<file path="config.mk">
export PLATFORM = sky130hd
export DESIGN_NAME = jzjpcc_fetch
export DESIGN_NICKNAME = d
export VERILOG_FILES = /design/src/rtl/jzjpcc_fetch.sv
export SDC_FILE = /design/constraint.sdc
export NUM_CORES = 1
export LEC_CHECK = 0
export ABC_AREA = 0
export CAP_MARGIN = 40
export CORE_AREA = 2 2 78 80
export CTS_CLUSTER_DIAMETER = 30
export CTS_CLUSTER_SIZE = 20
export DETAILED_ROUTE_END_ITERATION = 8
export DIE_AREA = 0 0 80 82
export GPL_TIMING_DRIVEN = 0
export HOLD_SLACK_MARGIN = 0.12
export PLACE_DENSITY_LB_ADDON = 0.25
export SYNTH_ARGS = -nofsm -noshare
export SYNTH_HDL_FRONTEND = slang
export SYNTH_SLANG_ARGS = --single-unit
</file>
<file path="constraint.sdc">
create_clock -name clock -period 3.1 [get_ports clock]
set_input_delay 0.31 -clock clock [delete_from_list [all_inputs] [get_ports clock]]
set_output_delay 0.31 -clock clock [all_outputs]
set_load 0.05 [all_outputs]
</file>
<file path="src/rtl/jzjpcc_fetch.sv">
// Fetch stage of the jzjpcc pipeline: PC register, instruction memory address, decode-stage registers.
// Optional performance counters are enabled with `define JZJPCC_FETCH_COUNTERS_EN.
module jzjpcc_fetch #(
    parameter int unsigned PC_MAX_B = 15,
    parameter logic [31:0] RESET_PC = 32'h0
) (
    input  logic                clock,
    input  logic                reset,
    output logic [PC_MAX_B-2:0] instMemAddr,
    input  logic [29:0]         instMemData,
    input  logic                stall_fetch,
    input  logic                flush_decode,
    input  logic                pcCTWriteEnable,
    input  logic [PC_MAX_B-2:0] controlTransferNewPC,
    output logic [29:0]         instruction_decode,
`ifdef JZJPCC_FETCH_COUNTERS_EN
    output logic [PC_MAX_B-2:0] currentPC_decode,
    output logic [31:0]         fetchCount,
    output logic [31:0]         bubbleCount
`else
    output logic [PC_MAX_B-2:0] currentPC_decode
`endif
);

    localparam int unsigned PC_W = PC_MAX_B - 1;
    localparam logic [PC_W-1:0] RESET_WORD = RESET_PC[PC_MAX_B:2];
    localparam logic [29:0] NOP = 30'h0000004;

    logic [PC_W-1:0] pc;
    logic [PC_W-1:0] pc_next;
    logic            squash;

    // Next fetch address; also drives the memory so its registered output tracks pc.
    always_comb begin
        pc_next = pc + PC_W'(1);
        if (reset) begin
            pc_next = RESET_WORD;
        end else if (stall_fetch) begin
            pc_next = pc;
        end else if (pcCTWriteEnable) begin
            pc_next = controlTransferNewPC;
        end
    end

    assign instMemAddr = pc_next;
    assign squash      = flush_decode | pcCTWriteEnable;

    always_ff @(posedge clock) begin
        pc <= pc_next;
    end

    // Decode registers; the slot fetched alongside a redirect is on the wrong path.
    always_ff @(posedge clock) begin
        if (reset) begin
            instruction_decode <= NOP;
            currentPC_decode   <= RESET_WORD;
        end else if (!stall_fetch) begin
            instruction_decode <= squash ? NOP : instMemData;
            currentPC_decode   <= pc;
        end
    end

`ifdef JZJPCC_FETCH_COUNTERS_EN
    always_ff @(posedge clock) begin
        if (reset) begin
            fetchCount  <= 32'd0;
            bubbleCount <= 32'd0;
        end else if (!stall_fetch) begin
            if (squash) begin
                bubbleCount <= bubbleCount + 32'd1;
            end else begin
                fetchCount <= fetchCount + 32'd1;
            end
        end
    end
`endif

endmodule

</file>
==> metrics.md <==
| Metric | Value |
|---|---|
| Buffers & Inverters on Critical Path | 1 |
| DP HPWL | 4.91 mm |
| RSZ-0062 raised after global routing | no |
| Synth async-reset ratio | 0% |
| Crit Path Max Fanout | 7 |
| Fin. max-slew vios | 0 |
| CP startpoint kind | flip-flop |
| Setup Crit Path Kind | reg2out |
| Final setup fails | 0 |
| Vias in the first global route | 2269 |
| Crit end category | output pin |
| Rel. slew slack | 63.2% |
| Critical Path Stages | 6 |
| Min-delay worst type | in2reg |
| Gr ovfl total | 0 |
| Placed cells | 444 |
| Final net count | 430 |
| Min-Delay Endpoint | pc[7] |
| Die Area | 6560 sq um |
| Clock-pin slew on the worst setup and hold paths | 0.07 ns |
| R2R setup slack | 1.38 ns |
| TritonCTS Buffers | 9 |
| # hold bufs at CTS | 0 |
| Seq/Total Area, Yosys | 47.1% |
| Final critical-path required period | 2.96 ns |
| Synth cell types | 38 |
| CP Cell Sequence | ha_1 -> nand3_4 -> o31ai_1 -> nand2_1 -> a21oi_1 -> clkdlybuf4s50_1 |
| CORE AREA | 5750 sq um |
| IO Pins | 107 |
| Tcrit/Tclk final | 95.3% |
| Tot Pwr | 2010 uW |
| Hold Path Stages | 3 |
| Largest net degree at the start of global routing | 12 |
| Skew final | 0.00468 ns |
| Die height | 82 um |
| Drt first pass iters | 4 |
| Mean post-synth cell area | 9.31 sq um |
| Syn Nets | 315 |
| TritonCTS clock tree | done |
| Peak supply drop | 0.338 mV |
| Port Buffers | 104 |
| Mapped Area | 2470 sq um |
| H-tree levels | 3 |
| Max Clk Rate | 0.338 GHz |
| Post-route ant nets | 0 |
| Clock latency on the worst-skew pair | 0.34 ns |
| Die X | 80 um |
| Initial antenna violation count | 0 |
| Pre-CTS WS | 0.0435 ns |
| Root buf cell | clkbuf_8 |
| P per Cell Area | 522 nW/um^2 |
| Leakage | 0.00147 uW |
| Synth warn | 0 |
| Area grow syn2layout | 56.3% |
| GPL Wtd Cong | 0.829 |
| Via/cell ratio | 5.17 |
| Yosys reg bits | 58 |
| Antenna diodes | 0 |
| Post-route setup slack | 0.144 ns |
| Setup TNS Final | 0 ns |
| Worst slew pin tran | 0.552 ns |
| Non-Filler Instances | 460 |
| FF-to-FF Start | pc[0] |
| Share of post-route cells with drive strength above 1 | 10.6% |
| Cells after Synth | 265 |
| DR WL/cell | 14.9 um |
| EDFF count, synth | 0 |
| Maxcap violations | 0 |
| R2R depth | 5 |
| Gr usage total | 21.7% |
| Post-synth top flop | dfxtp_1 |
| Crit path DAT | 2.65 ns |
| Vias | 2376 |
| First DRT Iteration DRCs | 168 |
| Maximum clock path buffer count | 2 |
| First-pass GRT wire length | 10.9 mm |
| Largest stage delay on the critical path | 0.83 ns |
| Critical path's top delay family | buffers and inverters |
| Status | finished clean |
| Total Routed Length | 6.87 mm |
| Clk sink count | 58 |
| Placement row count | 28 |
| Final Hold Vio Count | 0 |
| Starting Density | 42.9% |
| Residual DRC | 0 |
| CP required | 2.79 ns |
| R2r endpoint | pc[8] |
| Hold path start | reset |
| CP max stage cell | clkdlybuf4s50_1 |
[worst min-delay path, cell delays in order]
cell and delay [ns]:
clkbuf_1 0.18, or2b_1 0.14, o32ai_1 0.09
[synth_stat cells (4+ instances only)]
cell type   n  area [sq um]
nand2_1    10          37.5
mux2i_1    19           190
buf_2      13          65.1
a21oi_1    12          60.1
o31ai_1     4          30.0
nor2_1     52           195
clkbuf_1    8          30.0
nor3_1      5          25.0
a22oi_1    33           248
nor2b_1     5          31.3
dfxtp_1    58          1160
[power by group]
part | leakage, uW | total, uW | switching (uW) | internal, uW
clock | 0.000119 | 882 | 325 | 557
sequential | 0.000472 | 799 | 27.3 | 772
combinational | 0.000884 | 330 | 192 | 138
[cells by family (layout without fill, tap and decap cells)]
family / count (synthesis) / count (layout) / share of synthesized area, %
AOI/OAI and AO/OA: 70 / 70 / 20.0
adders and majority gates: 1 / 1 / 0.507
buffers and inverters: 27 / 147 / 4.92
DFF: 58 / 58 / 47.1
muxes: 19 / 19 / 7.71
and+or+nand+nor: 90 / 90 / 19.8
[per-layer routing]
layer / wire [um] / track usage, % / vias to the layer above
li1: - / - / 1179
met1: 2940 / 26.7 / 1106
met2: 3210 / 33.7 / 77
met3: 580 / 8.68 / 14
met4: 129 / 9.32 / 0
met5: 0 / 0 / -
[metrics by stage]
step / hold slack [ns] / area, sq um / util [%]
2_1_floorplan: 0.454 / 2470 / -
3_3_place_gp: 0.473 / 3600 / 62.7
3_5_place_dp: 0.490 / 3600 / 62.7
4_1_cts: 0.431 / 3850 / 67.0
5_1_grt: 0.472 / 3860 / 67.1
6_report: 0.437 / 3860 / 67.1
[how the worst max path moves through the flow]
stage | end | startpoint | slack [ns]
final | instMemAddr[4] | pc[0] | 0.14
after detailed placement | instMemAddr[8] | stall_fetch | 0.04
after floorplan | instMemAddr[6] | pc[0] | 0.50
after CTS | instMemAddr[12] | pc[0] | 0.09
after global placement | instMemAddr[8] | stall_fetch | 0.05
after global routing | instMemAddr[1] | stall_fetch | 0.002
[timing repair]
item	CTS	global route
resized for setup	2	2
setup buffers	0	0
setup endpoints to repair	2	2
[sequential cells by signal, indices dropped and copies added, names as in the netlist]
register	count
pc	14
currentPC_decode	14
instruction_decode	30
[area by class of cell]
class,count,area [sq um]
tap,75,93.8
inverter,4,15.0
clock buffer,10,138
clock inverter,6,114
buffer,23,106
multi-input combinational,180,1180
sequential,58,1160
timing repair buffer,104,1040
fill,489,1890
[layout by cell type, fill, tap and decap left out, types with 8 or more instances in the layout]
cell and instances:
a22oi_1 33, clkbuf_8 10, mux2i_1 19, clkbuf_1 8, nor2_1 52, buf_2 13
a21oi_1 12, clkdlybuf4s50_1 100, nand2_1 10, dfxtp_1 58
(Power assumes the default switching activity.)
